## config.mk

```make
export PLATFORM = sky130hd
export DESIGN_NAME = jk_bank_controller_flat
export DESIGN_NICKNAME = d
export VERILOG_FILES = /design/src/rtl/jk_bank_pkg.sv /design/src/rtl/jk_bank_controller_if.sv /design/src/rtl/jk_bank_controller_step_decode.sv /design/src/rtl/jk_bank_controller.sv /design/src/flat_wrapper.sv
export SDC_FILE = /design/constraint.sdc
export NUM_CORES = 1
export LEC_CHECK = 0
export ABC_AREA = 1
export CAP_MARGIN = 20
export CELL_PAD_IN_SITES_DETAIL_PLACEMENT = 1
export CELL_PAD_IN_SITES_GLOBAL_PLACEMENT = 1
export CORE_MARGIN = 1.5
export CORE_UTILIZATION = 43
export CTS_CLUSTER_DIAMETER = 60
export DETAILED_ROUTE_END_ITERATION = 12
export DONT_BUFFER_PORTS = 1
export MAX_ROUTING_LAYER = met4
export PLACE_DENSITY_LB_ADDON = 0.1
export RECOVER_POWER = 25
export SLEW_MARGIN = 20
export SYNTH_ARGS = -nofsm -noshare
export SYNTH_HDL_FRONTEND = slang
export SYNTH_SLANG_ARGS = --single-unit
```

## constraint.sdc

```tcl
create_clock -name clk -period 1.86 [get_ports clk]
set_input_delay 0.372 -clock clk [delete_from_list [all_inputs] [get_ports clk]]
set_output_delay 0.372 -clock clk [all_outputs]
set_load 0.005 [all_outputs]
```

## src/rtl/jk_bank_pkg.sv

```systemverilog
// rtl/jk_bank_pkg.sv - op codes, JK pair constants and FSM state type for the JK bank controller
package jk_bank_pkg;

  typedef enum logic [2:0] {
    OP_NOP        = 3'b000,
    OP_CLEAR      = 3'b001,
    OP_LOAD       = 3'b010,
    OP_TOGGLE     = 3'b011,
    OP_COUNT_UP   = 3'b100,
    OP_COUNT_DOWN = 3'b101,
    OP_SHIFT_L    = 3'b110,
    OP_ROTATE_R   = 3'b111
  } op_t;

  // {j, k} pairs
  localparam logic [1:0] JK_HOLD = 2'b00;
  localparam logic [1:0] JK_RST  = 2'b01;
  localparam logic [1:0] JK_SET  = 2'b10;
  localparam logic [1:0] JK_TGL  = 2'b11;

  typedef enum logic [1:0] {
    ST_IDLE,
    ST_EXEC,
    ST_DONE
  } state_t;

  // Ops with the MSB set run for cmd_len steps; the rest are single-step.
  function automatic logic is_multi(op_t op);
    return op[2];
  endfunction

endpackage

```

## src/rtl/jk_bank_controller_if.sv

```systemverilog
// rtl/jk_bank_controller_if.sv - command handshake and status bundle for the JK bank controller
interface jk_bank_controller_if
  import jk_bank_pkg::*;
#(
  parameter int WIDTH = 8,
  parameter int CNT_W = 8
);
  logic             cmd_valid;
  logic             cmd_ready;
  op_t              cmd_op;
  logic [WIDTH-1:0] cmd_arg;
  logic [CNT_W-1:0] cmd_len;
  logic             abort;
  logic             busy;
  logic             done;
  logic             aborted;

  modport master (
    output cmd_valid, cmd_op, cmd_arg, cmd_len, abort,
    input  cmd_ready, busy, done, aborted
  );

  modport slave (
    input  cmd_valid, cmd_op, cmd_arg, cmd_len, abort,
    output cmd_ready, busy, done, aborted
  );
endinterface

```

## src/rtl/jk_bank_controller_step_decode.sv

```systemverilog
// rtl/jk_bank_controller_step_decode.sv - combinational (op, arg, q) -> (j, k) for one bank step
module jk_step_decode
  import jk_bank_pkg::*;
#(
  parameter int WIDTH = 8
) (
  input  op_t              op,
  input  logic [WIDTH-1:0] arg,
  input  logic [WIDTH-1:0] q,
  output logic [WIDTH-1:0] j,
  output logic [WIDTH-1:0] k
);

  logic [WIDTH-1:0] up_tgl;
  logic [WIDTH-1:0] dn_tgl;
  logic [WIDTH-1:0] shl;
  logic [WIDTH-1:0] ror;
  logic [1:0]       pair;

  // A bit toggles when every lower bit is 1 (up) or 0 (down).
  always_comb begin
    up_tgl    = '0;
    dn_tgl    = '0;
    up_tgl[0] = 1'b1;
    dn_tgl[0] = 1'b1;
    for (int i = 1; i < WIDTH; i++) begin
      up_tgl[i] = up_tgl[i-1] & q[i-1];
      dn_tgl[i] = dn_tgl[i-1] & ~q[i-1];
    end
  end

  assign shl = {q[WIDTH-2:0], arg[0]};
  assign ror = {q[0], q[WIDTH-1:1]};

  always_comb begin
    j    = '0;
    k    = '0;
    pair = JK_HOLD;
    for (int i = 0; i < WIDTH; i++) begin
      case (op)
        OP_NOP:        pair = JK_HOLD;
        OP_CLEAR:      pair = JK_RST;
        OP_LOAD:       pair = arg[i]    ? JK_SET : JK_RST;
        OP_TOGGLE:     pair = arg[i]    ? JK_TGL : JK_HOLD;
        OP_COUNT_UP:   pair = up_tgl[i] ? JK_TGL : JK_HOLD;
        OP_COUNT_DOWN: pair = dn_tgl[i] ? JK_TGL : JK_HOLD;
        OP_SHIFT_L:    pair = shl[i]    ? JK_SET : JK_RST;
        OP_ROTATE_R:   pair = ror[i]    ? JK_SET : JK_RST;
        default:       pair = JK_HOLD;
      endcase
      j[i] = pair[1];
      k[i] = pair[0];
    end
  end

endmodule

```

## src/rtl/jk_bank_controller.sv

```systemverilog
// rtl/jk_bank_controller.sv - command sequencer driving per-bit J/K vectors of a JK flip-flop bank
module jk_bank_controller
  import jk_bank_pkg::*;
#(
  parameter int WIDTH = 8,
  parameter int CNT_W = 8
) (
  input  logic                 clk,
  input  logic                 rst,
  jk_bank_controller_if.slave  bus,
  input  logic [WIDTH-1:0]     q_in,
  output logic [WIDTH-1:0]     j_out,
  output logic [WIDTH-1:0]     k_out
);

  state_t           state;
  state_t           nxt;
  logic [CNT_W-1:0] cnt;
  op_t              op_q;
  logic [WIDTH-1:0] arg_q;
  logic             ab_q;
  logic [WIDTH-1:0] dec_j;
  logic [WIDTH-1:0] dec_k;
  logic             step_en;

  jk_step_decode #(.WIDTH(WIDTH)) u_decode (
    .op  (op_q),
    .arg (arg_q),
    .q   (q_in),
    .j   (dec_j),
    .k   (dec_k)
  );

  always_ff @(posedge clk or posedge rst) begin
    if (rst) begin
      state <= ST_IDLE;
      cnt   <= '0;
      op_q  <= OP_NOP;
      arg_q <= '0;
      ab_q  <= 1'b0;
    end else begin
      state <= nxt;
      case (state)
        ST_IDLE: begin
          if (bus.cmd_valid) begin
            op_q  <= bus.cmd_op;
            arg_q <= bus.cmd_arg;
            cnt   <= is_multi(bus.cmd_op) ? bus.cmd_len : CNT_W'(1);
            ab_q  <= 1'b0;
          end
        end
        ST_EXEC: begin
          cnt <= cnt - CNT_W'(1);
          if (bus.abort) ab_q <= 1'b1;
        end
        default: ;
      endcase
    end
  end

  always_comb begin
    nxt = state;
    case (state)
      ST_IDLE: begin
        if (bus.cmd_valid) begin
          if (is_multi(bus.cmd_op) && (bus.cmd_len == '0)) nxt = ST_DONE;
          else                                             nxt = ST_EXEC;
        end
      end
      // Abort takes priority over the last step, so it is checked first.
      ST_EXEC: begin
        if (bus.abort || (cnt == CNT_W'(1))) nxt = ST_DONE;
      end
      ST_DONE: nxt = ST_IDLE;
      default: nxt = ST_IDLE;
    endcase
  end

  assign step_en       = (state == ST_EXEC) && !bus.abort;
  assign j_out         = step_en ? dec_j : '0;
  assign k_out         = step_en ? dec_k : '0;
  assign bus.cmd_ready = (state == ST_IDLE);
  assign bus.busy      = (state == ST_EXEC);
  assign bus.done      = (state == ST_DONE);
  assign bus.aborted   = (state == ST_DONE) && ab_q;

endmodule
```

## src/flat_wrapper.sv

```systemverilog
// flat-port wrapper written by rule: the top's interface ports become plain ports
module jk_bank_controller_flat import jk_bank_pkg::*;
#(
  parameter int WIDTH = 8,
  parameter int CNT_W = 8
)
  (clk, rst, q_in, j_out, k_out, bus_cmd_valid, bus_cmd_op, bus_cmd_arg, bus_cmd_len, bus_abort, bus_cmd_ready, bus_busy, bus_done, bus_aborted);
  jk_bank_controller_if #(.WIDTH(WIDTH), .CNT_W(CNT_W)) bus_i ();
  input  logic clk;
  input  logic rst;
  input  logic [WIDTH-1:0] q_in;
  output logic [WIDTH-1:0] j_out;
  output logic [WIDTH-1:0] k_out;
  input wire logic [$bits(bus_i.cmd_valid)-1:0] bus_cmd_valid;
  input wire logic [$bits(bus_i.cmd_op)-1:0] bus_cmd_op;
  input wire logic [$bits(bus_i.cmd_arg)-1:0] bus_cmd_arg;
  input wire logic [$bits(bus_i.cmd_len)-1:0] bus_cmd_len;
  input wire logic [$bits(bus_i.abort)-1:0] bus_abort;
  output wire logic [$bits(bus_i.cmd_ready)-1:0] bus_cmd_ready;
  output wire logic [$bits(bus_i.busy)-1:0] bus_busy;
  output wire logic [$bits(bus_i.done)-1:0] bus_done;
  output wire logic [$bits(bus_i.aborted)-1:0] bus_aborted;
  assign bus_i.cmd_valid = bus_cmd_valid;
  assign bus_i.cmd_op = bus_cmd_op;
  assign bus_i.cmd_arg = bus_cmd_arg;
  assign bus_i.cmd_len = bus_cmd_len;
  assign bus_i.abort = bus_abort;
  assign bus_cmd_ready = bus_i.cmd_ready;
  assign bus_busy = bus_i.busy;
  assign bus_done = bus_i.done;
  assign bus_aborted = bus_i.aborted;
  jk_bank_controller #(.WIDTH(WIDTH), .CNT_W(CNT_W)) u_core (.clk(clk), .rst(rst), .bus(bus_i), .q_in(q_in), .j_out(j_out), .k_out(k_out));
endmodule
```

==> Yosys cells after proc, flatten, opt, wreduce, memory -nomap -nowiden <==
Index checks and enable logic that the tools add are counted.
W data, S select, Z words.
{ "op_classes": {"reduce_logical": 15, "eq_ne": 13, "shifts": 0, "mux": 58, "n_bitwise": 19, "add_sub_neg": 1, "div_mod_pow": 0, "magnitude_cmp": 0, "n_mul": 0} }
{ "op_table": {"columns": ["cell", "n"], "rows": [
  ["$pmux W2 S8", 7],
  ["$mux W2", 41],
  ["$mux W8", 4],
  ["$pmux W8 S2", 1],
  ["$and A1 B1 Y1", 12],
  ["$eq A3 B3 Y1 const B", 4],
  ["$pmux W2 S6", 1],
  ["$eq A8 B1 Y1 const B", 1],
  ["$logic_not A8 Y1", 1],
  ["$sub A8 B1 Y8 const B", 1],
  ["$not A1 Y1", 7],
  ["$eq A3 B2 Y1 const B", 2],
  ["$reduce_and A2 Y1", 3],
  ["$ne A2 B2 Y1 const B", 2],
  ["$pmux W2 S2", 1],
  ["$reduce_or A2 Y1", 2],
  ["$eq A3 B1 Y1 const B", 1],
  ["$logic_and A1 B1 Y1", 3],
  ["$logic_not A3 Y1", 1],
  ["$reduce_and A3 Y1", 1],
  ["$eq A2 B1 Y1 const B", 1],
  ["$eq A2 B2 Y1 const B", 1],
  ["$logic_not A2 Y1", 1],
  ["$mux W1", 2],
  ["other kinds (5)", 5]
]} }
{ "totals": {"romBits": 0, "n_memories": 0, "word_cells": 111, "reg_bits": 22, "latch_bits": 0, "output_inout_bits": 20, "ram_bits": 0, "in_bits": 31} }

==> Logic depth before layout (Yosys ltp) <==
Gate-level depths: netlist of run 1.
{ "logic_depth": {"ltp_word": 10, "mapped_depth": 10, "mapped_depth_nobuf": 9} }

==> Hierarchy <==
A second synthesis of run 1 with hierarchy kept.
{ "unflattened": {"hier_cells": 328, "area_unflattened_um2": 2078.2} }
{ "modules_own_cells": {"columns": ["mod", "instances", "seq_area_each_um2", "area_per_inst_um2", "cells_each"], "rows": [
  ["jk_bank_controller", 1, 550.5, 1343.8, 189],
  ["jk_step_decode", 1, 0.0, 734.5, 139]
]} }

==> Least setup slack after synthesis of run 1 <==
Ideal clock, no wire load.
{ "synth_timing": {"path_type": "flip-flop to output port", "from": "register u_core.op_q[1]", "to": "output k_out[6]", "required_ns": 1.488, "path_stages_with_launch": 11, "path_buffers": 1, "arrival_ns": 1.162, "slack_ns": 0.326, "cell_sequence": "dfrtp_1 -> buf_6 -> inv_2 -> nand2_1 -> nor2_1 -> nand2_1 -> nor2_1 -> nand2_1 -> nand2_1 -> nor2_1 -> nor2_1"} }
{ "synth_between": {"elab_chain_cells": 3, "elab_cells_between_ends": 10, "cone_classes": "eq/ne: 7; mux: 2; reduce/logical: 1"} }
{ "synth_lines": {"columns": ["element", "line_no", "text"], "rows": [
  ["from (decl)", "jk_bank_controller.sv:19", "op_t op_q;"],
  ["from (signal assigned)", "jk_bank_controller.sv:46", "op_q <= bus.cmd_op;"],
  ["$eq A3 B3 Y1 (tied with other cells)", "jk_bank_controller_step_decode.sv:40", "case (op)"],
  ["$pmux W2 S8 *", "jk_bank_controller_step_decode.sv:40", null],
  ["$mux W8 *", "jk_bank_controller.sv:81", "assign k_out = step_en ? dec_k : '0;"],
  ["to (decl)", "flat_wrapper.sv:13", "output logic [WIDTH-1:0] k_out;"]
]} }
Every way passes the cells marked *; elsewhere a longest branch is shown, timed or not.

==> Worst setup path after layout of run 1 <==
{ "layout_timing": {"from": "register u_core.op_q[1]", "to": "output k_out[4]"} }
Same word-level chain as after synthesis.

==> results of run 1 <==
## critical path, stage by stage, from the launching register on
cell and delay [ns]:
dfrtp_1 0.43, buf_6 0.16, nor2_4 0.16, nand2_4 0.09, nor2_2 0.13, nand2_1 0.10, nand2_1 0.11, nor3_1 0.06
nor2_1 0.12
## metal layers
| metal | routed length, µm | vias up |
|---|---|---|
| li1 | - | 994 |
| met5 | 0 | - |
| met4 | 104 | 0 |
| met2 | 3370 | 67 |
| met1 | 2550 | 975 |
| met3 | 277 | 13 |
## cells in the final DEF, fill, tap and decap left out, types with 2 or more instances in the layout
master,synthesis,final
dfrtp_1,22,20
nand2_2,2,7
inv_2,7,9
o21ai_2,0,4
inv_1,37,33
o21ai_0,35,25
nor2_2,4,7
o211ai_1,2,2
clkbuf_8,0,4
nand4_1,6,6
nor2_1,42,35
nor2_4,5,9
nand3_1,22,20
buf_4,0,20
dfrtp_2,0,2
a22oi_1,3,2
inv_4,0,2
a21oi_2,0,4
nor3_1,4,4
o21ai_1,3,9
a21oi_1,10,6
nand2_1,60,49
buf_6,2,3
ha_1,2,2
o22ai_1,8,8
nand2_4,1,7
## power by group
part           switching [µW]  total [µW]  leakage (µW)  internal (µW)
sequential                235         952      0.000268            717
combinational            1540        2460      0.000775            918
clock                     154         343     0.0000288            189
total                    1930        3760       0.00107           1820
## through the flow
step                worst slack, ns  hold WS, ns
floorplan                     0.326        0.361
global placement              0.131        0.318
detailed placement           0.0719        0.331
CTS                         -0.0535       0.0431
global route                 -0.225        0.240
finish                       -0.148        0.228
## logic make-up after synthesis
family	count (synthesis)	share of synthesized area, %
simple gates	149	37.3
fa+ha+maj	2	1.38
compound gates	65	19.8
buf+inv	49	11.2
flops	22	30.4
## worst paths after layout
kind | startpoint | endpoint | slack (ns)
setup / recovery | u_core.op_q[1] | k_out[4] | -0.15
hold / removal | bus_cmd_arg[4] | u_core.arg_q[4] | 0.23
setup reg to reg | u_core.state[0] | u_core.cnt[7] | 0.39
hold reg to reg | u_core.ab_q | u_core.ab_q | 0.55
max in group asynchronous | rst | u_core.op_q[2] | 0.70
min in group asynchronous | rst | u_core.state[0] | 0.37
## what timing repair did
item                                    CTS  global route
pin swaps                                 4            24
endpoints found under the hold margin     0             0
gates resized for setup                  20            41
endpoints found under the setup margin   16            16
setup buffers                             8            10
## state kept, by name (all words and copies together), names as in the netlist
register and flops:
u_core.op_q 3, u_core.ab_q 1, u_core.state 2, u_core.arg_q 8, u_core.cnt 8
## cell type report
type	count	area [µm²]	share of cell area [%]
multi-input combinational	216	1210	54.0
tap	50	62.6	2.80
clock buffer	4	55.1	2.46
inverter	44	170	7.61
sequential	22	553	24.7
timing repair buffer	24	188	8.40
## Yosys cell counts, drive strengths merged
cell	number
nand2	63
nor2	51
inv	44
o21ai	38
dfrtp	22
nand3	22
a21oi	10
o22ai	8
nand4	6
buf	5
nor3	4
a22oi	3
ha	2
o211ai	2
a211oi	1
a31oi	1
and2	1
nor3b	1
o221ai	1
o31ai	1
or2	1
==> impl_metrics.ini, run 1 <==
[outcome]
status = finished with violations
violations = negative setup slack

[layout]
num_antenna_cells = 0
fin_nets = 344
final_area_mm2 = 0.00223
final_util_pct = 55.5
final_layout_size_suffix_gt1_share_pct = 26.5
stdcell_count = 360
fillers = 543
area_growth_pct = 23.3

[timing]
rsz0062_at_grt = yes
fin_skew_ns = 0.00207
layout_setup_ws_ns = -0.148
max-slew-margin-rel_pct = 21.3
period_share_pct = 108
min_period_ns = 2.01
timing.fmax_ghz = 0.498
hold_violations = 0
slew_viol_final = 0
fin_setup_tns_ns = -0.964
worstMarginPinSlew_ns = 1.18
setup_viol = 14

[drt]
vias = 2049
vias_per_cell = 5.69
post-route-drc-count = 0
drtIter0Drc = 118
totalWireLength_um = 6300
dr.pass1.iters = 4
post_drt_wl_per_cell_um = 17.5
ant_nets = 0

[place]
place_inst = 338
dpl.hpwl_um = 4450
gp_congestion = 0.838
placed_cell_area_mm2 = 0.00188
port_buffers = 0

[worst_setup_path]
required_ns = 1.49
critPathArrivalTime_ns = 1.64
startpoint_type = flip-flop
crit_path_max_fanout = 4
rr_worst_depth = 7
path_class = reg2out
end_kind = output pin

[floorplan]
die_area_mm2 = 0.00461
core_region_area_mm2 = 0.00403
start_util_pct = 45.0
rows = 23
die_w_um = 67.9
io_pins = 51
die_h_um = 67.9

[power]
powerDensity_mw_per_mm2 = 1680
p_leak_uw = 0.00107
vdd_drop_max_mv = 0.841
power_uw = 3760

[clock_tree]
cts_tree = done
clock_latency_ns = 0.26
cts_buffer_depth = 2
cts_buffers = 3
holdBufCountCts = 0
ctsHtreeMaxLevel = 1
root_buffer = clkbuf_8
cts.clk_slew.worst_paths_ns = 0.08
cts.sinks = 22

[grt]
globalRouteMet3Util_pct = 2.30
track_usage_pct = 27.4
gr-total-overflow = 0
met1_usage_pct = 30.6
antenna_found_initial = 0
grt_max_degree = 23
grt_pass1_wl_um = 9200
grt_pass1_vias = 1988
busiest_layer = met2
grt_use_met2_pct = 51.5

[synthesis]
syn_avg_cell_area_um2 = 6.31
synth_seq_area_share_pct = 30.4
synth_top_area_cell = dfrtp_1
syn_inst = 287
ys_ff_latch = 22
synthesis.area_mm2 = 0.00181
yosys-top-cells-area = dfrtp_1 (30%), nand2_1 (12%), o21ai_0 (9.7%)
ys.warnings.count = 0
synth.top_cell.area_share_pct = 30.4
synth_fp_nets = 320
synth.distinct_cells = 28

[job]
maxCapViolations = 0

[min_path]
whs_path_depth = 2
hp-class = in2reg
Power figures use the tool's default switching activity.
==> run 2: changes to the inputs <==
CELL_PAD_IN_SITES_DETAIL_PLACEMENT = default   (was 1)
CELL_PAD_IN_SITES_GLOBAL_PLACEMENT = default   (was 1)
CORE_UTILIZATION = 55   (was 43)
GPL_TIMING_DRIVEN = 0   (was default)
PLACE_DENSITY = 0.7   (was default)
PLACE_DENSITY_LB_ADDON = default   (was 0.1)
==> run 2 against run 1 <==
- the flow still finishes with violations (negative setup slack)
- sequential power down 3.9%
- highest routed layer unchanged
- cell area down 0.28%
- critical path depth unchanged
- clock-buffer cell count unchanged
- utilization up 16 points
- first-iteration DRC count up 63%
- largest power group unchanged
- critical path type unchanged
- critical endpoint is now k_out[1]
- clock power down 23%
- die area down 21%
- register-to-register slack better by 0.04 ns
==> impl_metrics.ini, run 2 (synthesis results as in run 1) <==
[outcome]
status = finished with violations
violations = negative setup slack

[timing]
hold_violations = 0
fin_skew_ns = 0.00887
rsz0062_at_grt = yes
period_share_pct = 107
min_period_ns = 1.98
worstMarginPinSlew_ns = 0.807
max-slew-margin-rel_pct = 46.1
layout_setup_ws_ns = -0.123
slew_viol_final = 0
fin_hold_ws_ns = 0.0896
setup_viol = 16
timing.fmax_ghz = 0.504

[worst_setup_path]
crit_path_max_fanout = 6
critPathArrivalTime_ns = 1.61
regToRegSetupSlack_ns = 0.43
required_ns = 1.49
rr_worst_depth = 6
timing.rr.start = u_core.state[0]
path_cells = buf_4 -> nor2_4 -> nand2_2 -> o21ai_1 -> nor2_1 -> nand3_1 -> nand2_1 -> inv_1
end_kind = output pin
slowest_delay_ns = 0.47
startpoint_type = flip-flop
path_class = reg2out
rr_endpoint = u_core.arg_q[1]
cp_slowest_cell = dfrtp_2

[power]
power_uw = 3570
vdd_drop_max_mv = 0.897
powerDensity_mw_per_mm2 = 1600
p_leak_uw = 0.00109

[job]
maxCapViolations = 0

[drt]
vias = 2014
vias_per_cell = 5.71
drtIter0Drc = 192
dr.pass1.iters = 5
ant_nets = 0
post-route-drc-count = 0
post_drt_wl_per_cell_um = 14.8
totalWireLength_um = 5220

[layout]
final_cell_mix = nand2_1 (49), nor2_1 (36), inv_1 (34)
final_layout_size_suffix_gt1_share_pct = 26.2
fin_nets = 343
area_growth_pct = 23.0
top_regs = u_core.arg_q: 8 flops, u_core.cnt: 8 flops, u_core.op_q: 3 flops
final_util_pct = 71.8
final_common_cell = nand2_1
seq_area_um2 = 553
multi_input_area_mm2 = 0.00122
num_antenna_cells = 0
fillers = 289

[floorplan]
rows = 20
core_region_area_mm2 = 0.00310
die_w_um = 60.4
die_h_um = 60.4
die_area_mm2 = 0.00365
start_util_pct = 58.4
io_pins = 51

[clock_tree]
root_buffer = clkbuf_4
cts_buffer_depth = 2
cts.clk_slew.worst_paths_ns = 0.12
cts_tree = done
cts_buffers = 3
holdBufCountCts = 0
ctsHtreeMaxLevel = 1
clock_latency_ns = 0.31
cts.sinks = 22

[min_path]
hp-class = in2async

[place]
gp_congestion = 0.912
port_buffers = 0
dpl.hpwl_um = 3680
pre_cts_slack_ns = 0.126

[grt]
antenna_found_initial = 0
grt_max_degree = 23
grt_pass1_wl_um = 7930
track_usage_pct = 30.3
grt_pass1_vias = 1856
gr-total-overflow = 0
run 2: cell count changes in the layout (fill, tap and decap cells not counted), sizes merged:
cell    change
clkbuf      -1
run 2: what timing repair did:
item,in CTS,in global routing
gates resized for setup,36,30
pin swaps,15,15
endpoints found under the hold margin,0,0
setup endpoints to repair,16,16
gates cloned,1,0
buffers inserted,12,5
run 2: per-layer routing:
metal	wire, µm	global-route usage, %
met4	134	15.6
met3	379	4.69
met1	2050	33.8
met5	0	-
met2	2660	52.2
run 2: how the worst max path moves through the flow:
stage          slack [ns]      startpoint        to
2_1_floorplan        0.33  u_core.op_q[1]  k_out[6]
3_3_place_gp         0.12  u_core.op_q[1]  k_out[6]
3_5_place_dp         0.13  u_core.op_q[1]  k_out[6]
4_1_cts             -0.09  u_core.op_q[2]  k_out[7]
5_1_grt             -0.20  u_core.op_q[2]  k_out[1]
6_report            -0.12  u_core.op_q[2]  k_out[1]
run 2: area by class of cell:
cell class	instances	area share (%)
sequential	22	24.8
multi-input combinational	216	54.6
inverter	44	7.97
clock buffer	4	1.63
buffer	5	1.97
timing repair buffer	18	6.57
tap	44	2.47
run 2: power breakdown:
group / internal (µW) / leakage [µW] / total (µW) / switching, µW
logic: 929 / 0.000803 / 2390 / 1460
clock network: 120 / 0.0000210 / 263 / 143
registers: 715 / 0.000268 / 915 / 199
total: 1760 / 0.00109 / 3570 / 1800
run 2: critical path, delay by kind of cell (launching register included):
kind,cells,cell delay (ns)
simple gates,5,0.49
compound gates,1,0.13
buf+inv,2,0.21
flops,1,0.47
run 2: metrics by stage:
stage	setup TNS [ns]	cell area, µm²	cells
2_1_floorplan	0	1810	287
3_3_place_gp	0	1870	331
3_5_place_dp	0	1870	331
4_1_cts	-0.689	2090	348
5_1_grt	-2.47	2230	353
6_report	-1.07	2230	353
==> run 3: changes to the inputs <==
GPL_TIMING_DRIVEN = default   (was 0)
==> run 3 against run 2 <==
- the run still ends with negative setup slack left
- highest routed layer unchanged
- hold slack better by 0.088 ns
- cell count down 1.4%
- clock power down 19%
- combinational power down 8%
- largest power group unchanged
- wire length down 1.3%
- clock skew down 0.0049 ns
- non-clock buffer count down 4
- critical path depth unchanged
- largest cell class unchanged
- critical endpoint is now k_out[6]
==> impl_metrics.ini, run 3 (synthesis results as in run 1) <==
[outcome]
status = finished with violations
violations = negative setup slack

[clock_tree]
cts_buffer_depth = 2
cts_buffers = 3
cts_tree = done
clock_latency_ns = 0.31
cts.sinks = 22
cts.clk_slew.worst_paths_ns = 0.11
root_buffer = clkbuf_4
ctsHtreeMaxLevel = 1

[drt]
ant_nets = 0
dr.pass1.iters = 4
vias_per_cell = 5.68
totalWireLength_um = 5150
drtIter0Drc = 162
post_drt_wl_per_cell_um = 14.8
vias = 1976
post-route-drc-count = 0

[min_path]
hp-class = in2reg
min_to = u_core.arg_q[7]
whs_path_depth = 2
min_from = bus_cmd_arg[7]

[layout]
final_cell_mix = nand2_1 (47), nor2_1 (37), inv_1 (32)
final_util_pct = 68.8
multi_input_area_mm2 = 0.00118
fin_nets = 339
top_regs = u_core.arg_q: 8 flops, u_core.cnt: 8 flops, u_core.op_q: 3 flops
final_area_mm2 = 0.00213
fillers = 305
final_layout_size_suffix_gt1_share_pct = 24.3
final_common_cell = nand2_1
seq_area_um2 = 553
area_growth_pct = 17.7
num_antenna_cells = 0

[worst_setup_path]
path_class = reg2out
cp_slowest_cell = dfrtp_1
setup.worst_path.start = u_core.op_q[1]
startpoint_type = flip-flop
path_cells = buf_6 -> nor2_4 -> nand2_4 -> nor2_4 -> nand2_2 -> nand2_1 -> nor2_1 -> nor2_1
slowest_delay_ns = 0.42
worst-path-buf-inv = 1
crit_path_max_fanout = 4
required_ns = 1.49
timing.rr.start = u_core.state[0]
rr_endpoint = u_core.cnt[7]
critical-path-top-delay-family = simple AND/OR/NAND/NOR gates
end_kind = output pin
rr_worst_depth = 7
critPathArrivalTime_ns = 1.64
regToRegSetupSlack_ns = 0.30

[timing]
max-slew-margin-rel_pct = 62.4
period_share_pct = 108
timing.fmax_ghz = 0.498
setup_viol = 16
min_period_ns = 2.01
rsz0062_at_grt = yes
hold_violations = 0
fin_skew_ns = 0.00399
fin_hold_ws_ns = 0.178
worstMarginPinSlew_ns = 0.564
slew_viol_final = 0
fin_setup_tns_ns = -1.46
layout_setup_ws_ns = -0.150

[floorplan]
io_pins = 51
die_h_um = 60.4
rows = 20
die_w_um = 60.4
core_region_area_mm2 = 0.00310
die_area_mm2 = 0.00365
start_util_pct = 58.4

[power]
p_leak_uw = 0.00103
pwr-share-seq_pct = 27.7
power.internal_uw = 1620
vdd_drop_max_mv = 1.07
pwr-share-clk_pct = 6.4
powerDensity_mw_per_mm2 = 1560
switching_share_pct = 51.6
p_switching_uw = 1720
combPwrFrac_pct = 65.9

[place]
port_buffers = 0
dpl.hpwl_um = 3620
placed_cell_area_mm2 = 0.00187
pre_cts_slack_ns = 0.134
gp_congestion = 0.994

[grt]
track_usage_pct = 29.1
grt_pass1_vias = 1744
antenna_found_initial = 0
grt_max_degree = 23
grt_pass1_wl_um = 7610
gr-total-overflow = 0

[job]
maxCapViolations = 0
## run 3: cell count changes in the layout (fill, tap and decap cells not counted), moves of 2 or more
| cell | previous run | this run |
|---|---|---|
| nand3_2 | 1 | 3 |
| inv_2 | 7 | 10 |
| buf_2 | 2 | 0 |
| nand2_2 | 7 | 11 |
| a21oi_2 | 5 | 3 |
| o21ai_2 | 3 | 1 |
| nand2_1 | 49 | 47 |
| a21oi_1 | 5 | 7 |
| buf_6 | 6 | 3 |
| nand2_4 | 7 | 5 |
| inv_1 | 34 | 32 |
## run 3: power by group through the flow
stage	Clock, µW	Combinational (µW)	Sequential [µW]
finish	213	2200	925
global route	233	2430	958
CTS	219	2010	917
detailed placement	0	1750	912
global placement	0	1730	916
floorplan	0	1420	870
## run 3: repair_timing
item | CTS | global route
setup endpoints to repair | 16 | 16
hold buffers | 1 | 0
setup buffers | 9 | 3
hold endpoints to repair | 22 | 0
resized for setup | 30 | 25
gates cloned | 0 | 1
pin swaps | 13 | 20
## run 3: worst reg2reg max path, cell delays in order (launching register included)
cell and delay (ns):
dfrtp_1 0.47, nor2_2 0.21, nand2_2 0.11, inv_2 0.23, nand2_1 0.12, o21ai_0 0.21, nand2_1 0.07, o21ai_0 0.06
## run 3: per-stage QoR
| stage | instances | total power [µW] |
|---|---|---|
| global route | 348 | 3620 |
| CTS | 344 | 3140 |
| floorplan | 287 | 2290 |
| finish | 348 | 3340 |
| detailed placement | 331 | 2660 |
| global placement | 331 | 2650 |
## run 3: area by class of cell
cell class | instances | share of cell area, %
flip-flops and latches | 22 | 25.9
repair buffers | 19 | 7.21
clock buffers | 3 | 1.06
well taps | 44 | 2.58
multi-input cells | 216 | 55.2
inverters | 44 | 7.98
## run 3: how the worst max path moves through the flow
| stage | end | slack (ns) | cells after the start |
|---|---|---|---|
| 2_1_floorplan | k_out[6] | 0.33 | 10 |
| 3_3_place_gp | k_out[7] | 0.17 | 9 |
| 3_5_place_dp | k_out[7] | 0.13 | 9 |
| 4_1_cts | k_out[7] | -0.04 | 9 |
| 5_1_grt | k_out[7] | -0.24 | 8 |
| 6_report | k_out[6] | -0.15 | 8 |
## run 3: per-layer routing
| metal | GRT usage, % | vias up | part of all wire, % |
|---|---|---|---|
| met1 | 36.8 | 896 | 43 |
| met2 | 49.4 | 88 | 49 |
| met4 | 10.5 | 0 | 2.5 |
| met3 | 1.71 | 14 | 4.9 |
| li1 | - | 978 | - |
| met5 | - | - | 0 |
